--- src/rtl/program_loader.sv ---
// Program loader: turns a byte stream into 32-bit instruction words for the core's load port.
// The core is held in reset while the program loads, and it runs once the load completes.
// Frame format: a 2-byte big-endian word count N, then N big-endian words.
// Optional macro LOADER_CHECKSUM_EN adds a trailing XOR checksum byte over the data bytes.
module program_loader #(
  parameter int unsigned ADDR_W    = 9,
  parameter int unsigned DATA_W    = 32,
  parameter int unsigned MAX_WORDS = 512
) (
  input  logic              clk,
  input  logic              rst,
  input  logic              start_i,
  input  logic [7:0]        in_data_i,
  input  logic              in_valid_i,
  output logic              in_ready_o,
  output logic              we_o,
  output logic [DATA_W-1:0] d_o,
  output logic [ADDR_W-1:0] a_o,
  output logic              proc_rst_o,
  output logic              exec_o,
  output logic              busy_o,
  output logic              done_o,
  output logic              err_o
);

  typedef enum logic [2:0] {
    StIdle, StHdr0, StHdr1, StData, StWrite, StRun, StError
`ifdef LOADER_CHECKSUM_EN
    , StChk
`endif
  } state_e;

  state_e              state_q, state_d;
  logic [15:0]         count_q, count_d;
  logic [15:0]         idx_q, idx_d;
  logic [1:0]          lane_q, lane_d;
  // The first three bytes of the current word; the fourth byte arrives directly from in_data_i.
  logic [DATA_W-9:0]   word_q, word_d;
  logic [DATA_W-1:0]   d_q, d_d;
  logic [ADDR_W-1:0]   a_q, a_d;
  logic                in_ready_q, in_ready_d;
  logic                we_q, we_d;
  logic                proc_rst_q, proc_rst_d;
  logic                exec_q, exec_d;
  logic                busy_q, busy_d;
  logic                done_q, done_d;
  logic                err_q, err_d;
  logic                accept;
`ifdef LOADER_CHECKSUM_EN
  logic [7:0]          csum_q, csum_d;
`endif

  assign accept = in_valid_i & in_ready_q;

  // Next-state logic; each output is decoded from the next state so that it is registered.
  always_comb begin
    state_d = state_q;
    count_d = count_q;
    idx_d   = idx_q;
    lane_d  = lane_q;
    word_d  = word_q;
    d_d     = d_q;
    a_d     = a_q;
`ifdef LOADER_CHECKSUM_EN
    csum_d  = csum_q;
`endif
    case (state_q)
      StIdle, StRun, StError: begin
        if (start_i) state_d = StHdr0;
      end
      StHdr0: begin
        if (accept) begin
          count_d = {in_data_i, 8'h00};
          state_d = StHdr1;
        end
      end
      StHdr1: begin
        if (accept) begin
          count_d = {count_q[15:8], in_data_i};
          if (count_d == 16'd0 || count_d > 16'(MAX_WORDS)) begin
            state_d = StError;
          end else begin
            state_d = StData;
            idx_d   = 16'd0;
            lane_d  = 2'd0;
          end
        end
      end
      StData: begin
        if (accept) begin
          word_d = {word_q[DATA_W-17:0], in_data_i};
          lane_d = lane_q + 2'd1;
`ifdef LOADER_CHECKSUM_EN
          csum_d = csum_q ^ in_data_i;
`endif
          if (lane_q == 2'd3) begin
            state_d = StWrite;
            d_d     = {word_q, in_data_i};
            a_d     = idx_q[ADDR_W-1:0];
          end
        end
      end
      StWrite: begin
        idx_d = idx_q + 16'd1;
        if (idx_d == count_q) begin
`ifdef LOADER_CHECKSUM_EN
          state_d = StChk;
`else
          state_d = StRun;
`endif
        end else begin
          state_d = StData;
        end
      end
`ifdef LOADER_CHECKSUM_EN
      StChk: begin
        if (accept) state_d = (in_data_i == csum_q) ? StRun : StError;
      end
`endif
      default: state_d = StIdle;
    endcase
`ifdef LOADER_CHECKSUM_EN
    // A fresh frame starts its checksum from zero.
    if (state_d == StHdr0 && state_q != StHdr0) csum_d = 8'h00;
`endif

    in_ready_d = (state_d == StHdr0) || (state_d == StHdr1) || (state_d == StData);
    busy_d     = in_ready_d || (state_d == StWrite);
`ifdef LOADER_CHECKSUM_EN
    in_ready_d = in_ready_d || (state_d == StChk);
    busy_d     = busy_d || (state_d == StChk);
`endif
    we_d       = (state_d == StWrite);
    proc_rst_d = (state_d != StRun);
    exec_d     = (state_d == StRun);
    done_d     = (state_d == StRun);
    err_d      = (state_d == StError);
  end

  // State and registered outputs; reset is asynchronous and active-high.
  always_ff @(posedge clk or posedge rst) begin
    if (rst) begin
      state_q    <= StIdle;
      count_q    <= '0;
      idx_q      <= '0;
      lane_q     <= '0;
      word_q     <= '0;
      d_q        <= '0;
      a_q        <= '0;
      in_ready_q <= 1'b0;
      we_q       <= 1'b0;
      proc_rst_q <= 1'b1;
      exec_q     <= 1'b0;
      busy_q     <= 1'b0;
      done_q     <= 1'b0;
      err_q      <= 1'b0;
`ifdef LOADER_CHECKSUM_EN
      csum_q     <= '0;
`endif
    end else begin
      state_q    <= state_d;
      count_q    <= count_d;
      idx_q      <= idx_d;
      lane_q     <= lane_d;
      word_q     <= word_d;
      d_q        <= d_d;
      a_q        <= a_d;
      in_ready_q <= in_ready_d;
      we_q       <= we_d;
      proc_rst_q <= proc_rst_d;
      exec_q     <= exec_d;
      busy_q     <= busy_d;
      done_q     <= done_d;
      err_q      <= err_d;
`ifdef LOADER_CHECKSUM_EN
      csum_q     <= csum_d;
`endif
    end
  end

  assign in_ready_o = in_ready_q;
  assign we_o       = we_q;
  assign d_o        = d_q;
  assign a_o        = a_q;
  assign proc_rst_o = proc_rst_q;
  assign exec_o     = exec_q;
  assign busy_o     = busy_q;
  assign done_o     = done_q;
  assign err_o      = err_q;

endmodule

--- config.mk ---
export PLATFORM = sky130hd
export DESIGN_NAME = program_loader
export DESIGN_NICKNAME = d
export VERILOG_FILES = /design/src/rtl/program_loader.sv
export SDC_FILE = /design/constraint.sdc
export NUM_CORES = 1
export LEC_CHECK = 0
export CORE_ASPECT_RATIO = 1.2
export CORE_UTILIZATION = 35
export DETAILED_ROUTE_END_ITERATION = 12
export MAX_ROUTING_LAYER = met4
export PLACE_DENSITY = 0.6
export SYNTH_ARGS = -nofsm -noshare
export SYNTH_HDL_FRONTEND = slang
export SYNTH_SLANG_ARGS = --single-unit
--- constraint.sdc ---
create_clock -name clk -period 4.55 [get_ports clk]
set_clock_uncertainty 0.2 [all_clocks]
set_input_delay 1.1375 -clock clk [delete_from_list [all_inputs] [get_ports clk]]
set_output_delay 1.1375 -clock clk [all_outputs]
set_load 0.005 [all_outputs]
==> flow_summary_export.csv <==
group,metric,value,unit
global_routing,overflow,0,
floorplanning,die_area,14500,sq um
final_layout,syn_to_final_growth,21.9,%
floorplanning,start_util,35.7,%
synthesis,synthXorXnorAreaFrac,4.29,%
global_routing,grt_max_degree,109,
synthesis,netlist_area,4900,sq um
synthesis,yosys_warnings,0,
flow_run,maxCapViolations,0,
critical_path,start_kind,"primary input",
final_layout,finalNetCount,488,
clock_tree,post_cts_buffers,0,
critical_path,critPathArrivalTime,3.18,ns
floorplanning,row_count,47,
drt,drcViolationCount,0,
global_routing,track_usage,15.9,%
floorplanning,num_io_pins,60,
synthesis,netlist-cell-type-count,48,
final_layout,diodes,0,
sta,tightest_slew,0.660,ns
clock_tree,numCtsBuffers,9,
sta,setup_viol,0,
global_routing,grt_pass1_vias,3390,
drt,drt_iter0_drc,129,
sta,maxSlewHeadroom,55.9,%
clock_tree,cts.sinks,108,
synthesis,muxShareOfSynthArea,15.2,%
min_path,min_path_type,"reg -> reg",
synthesis,synth_edf_count,0,
clock_tree,cts-htree-levels,3,
pwr,cellLeakagePower,2.56,nW
synthesis,synth-compound-area-share,10.1,%
clock_tree,cts-resized-gates,0,
clock_tree,cts_root_buf,"clkbuf_16",
critical_path,r2r_cells,7,
place,gp_congestion,0.852,
drt,drtAntennaViolNets,0,
sta,final.period_utilization,69.3,%
critical_path,worst_ep_required_time,4.57,ns
drt,wl_per_cell,15.8,um
sta,fin_setup_tns,0,ns
place,port_buffers,59,
final_layout,final_cell_mix,"dfrtp_1, mux2_2, clkdlybuf4s50_1",
critical_path,endpoint_kind,"flop",
run_status,status,"finished, final reports clean",
sta,rsz0062_at_grt,"false",
min_path,hold_depth,1,
pwr,totalPowerFinal,3.91,mW
floorplanning,fp.coreArea,13700,sq um
synthesis,ys_ff_latch,108,
clock_tree,cts_buffer_depth,2,
global_routing,grt_pass1_wl,17500,um
clock_tree,cts_tree,"done",
sta,drv_slew,0,
global_routing,antenna_found_initial,0,
synthesis,synth_top_family_by_area,"multiplexers",
synthesis,syn_avg_cell_area,11.6,sq um
synthesis,yosys.area_share.simple,12.1,%
place,hpwl,7050,um
synthesis,synth_nets,436,
final_layout,drive_gt1_share,21.3,%
sta,final_hold_viol_count,0,
sta,fmax,317,MHz
synthesis,synth_cells,422,
clock_tree,clk_latency,0.34,ns
final_layout,layout_commonest_cell,"dfrtp_1",
drt,vias,3368,
clock_tree,clkTransAtPathRegs,0.08,ns
synthesis,ys.flop_type,"dfrtp_1",
drt,finalWirelength,10300,um
pwr,power_density,655,nW/um^2
sta,period_needed,3.15,ns
synthesis,synth_adder_area_share,0.511,%
critical_path,cp_max_fo,5,
critical_path,path_class,"in -> reg",
pwr,peakVddDrop,0.250,mV
drt,avgViaCountPerCell,5.18,
synthesis,ys_seq_area_share,55.2,%
critical_path,r2r_slack,1.52,ns
synthesis,synthArstFlopShare,100,%
floorplanning,fp.dieW,110,um
clock_tree,hold_buffers,0,
drt,drt_pre_antenna_iters,4,
floorplanning,die_h,132,um
-- metal layers --
layer | vias to the layer above | track usage [%] | part of all wire [%]
met5 | - | - | 0
met4 | 0 | 3.56 | 0.72
met3 | 6 | 3.57 | 4.5
met2 | 76 | 24.2 | 49
met1 | 1677 | 21.4 | 46
li1 | 1609 | - | -
-- path summary, 6_finish.rpt --
| check | startpoint | endpoint |
|---|---|---|
| min reg2reg | word_q[21]$_DFFE_PP0P_ | word_q[21]$_DFFE_PP0P_ |
| max reg2reg | idx_q[0]$_DFFE_PP0P_ | busy_o$_DFF_PP0_ |
| max | in_data_i[7] | done_o$_DFF_PP0_ |
| min in group asynchronous | rst | d_o[30]$_DFFE_PP0P_ |
| min | word_q[21]$_DFFE_PP0P_ | word_q[21]$_DFFE_PP0P_ |
| max in group asynchronous | rst | count_q[10]$_DFFE_PP0P_ |
-- cell families after synthesis --
logic type | count (synthesis)
adder cells (fa/ha/maj) | 2
XOR/XNOR | 24
AO/OA/AOI/OAI | 77
flip-flops | 108
multiplexers | 66
AND/OR/NAND/NOR | 113
buffers and inverters | 32
-- state kept, by name, indices dropped and copies added (netlist names) --
name	cells
a_o	9
busy_o	1
count_q	16
d_o	32
done_o	1
err_o	1
idx_q	16
in_ready_o	1
lane_q	2
proc_rst_o	1
state_q	3
we_o	1
word_q	24
-- cell usage after synthesis, types with 2 or more instances --
master,number,area (sq um)
or3_1,3,18.8
a2111o_1,2,22.5
o21ai_0,30,150
a22o_1,9,78.8
nand3_1,7,35.0
xor2_1,9,78.8
nand2b_1,6,37.5
mux2_2,66,743
o22ai_1,2,12.5
a31oi_1,4,25.0
nor4_1,3,18.8
or4_1,4,30.0
dfrtp_1,107,2680
clkbuf_1,21,78.8
nor2b_1,2,12.5
buf_2,3,15.0
xnor2_1,15,131
nor4_2,2,25.0
nor2_1,21,78.8
o31ai_1,4,30.0
nor3b_1,3,22.5
nor3_1,6,30.0
nand4_1,8,50.1
ha_1,2,25.0
a21oi_1,9,45.0
o21ai_1,3,15.0
inv_1,6,22.5
a21o_1,2,15.0
and2_1,4,25.0
o211ai_1,3,22.5
a31o_2,2,17.5
nand2_1,38,143
-- power by group --
part,switching (mW),leakage (nW),internal (mW)
logic,0.550,1.03,0.845
clock network,0.369,0.142,0.398
registers,0.371,1.39,1.38
-- worst max-delay path, cell delays in order --
cell and delay (ns):
clkdlybuf4s50_1 0.53, nor4_1 0.38, a31o_2 0.23, nand3_1 0.08, a211oi_1 0.53, nand2_1 0.15, o211a_1 0.15
-- area by class of cell --
class	count	area, sq um
fill	1270	7730
sequential	108	2700
inverter	7	28.8
timing repair buffer	66	656
multi-input combinational	282	2070
clock inverter	6	53.8
tap	171	214
clock buffer	10	239
-- per-stage QoR --
stage	hold WS, ns	setup slack, ns	std cells	instance area [sq um]	util [%]
4_1_cts	0.312	1.39	650	5970	43.6
3_3_place_gp	0.287	1.04	634	5680	41.4
6_report	0.307	1.40	650	5970	43.6
5_1_grt	0.324	1.20	650	5970	43.6
3_5_place_dp	0.291	1.04	634	5680	41.4
2_1_floorplan	0.270	0.369	422	4900	-
Power figures use the tool's default switching activity.
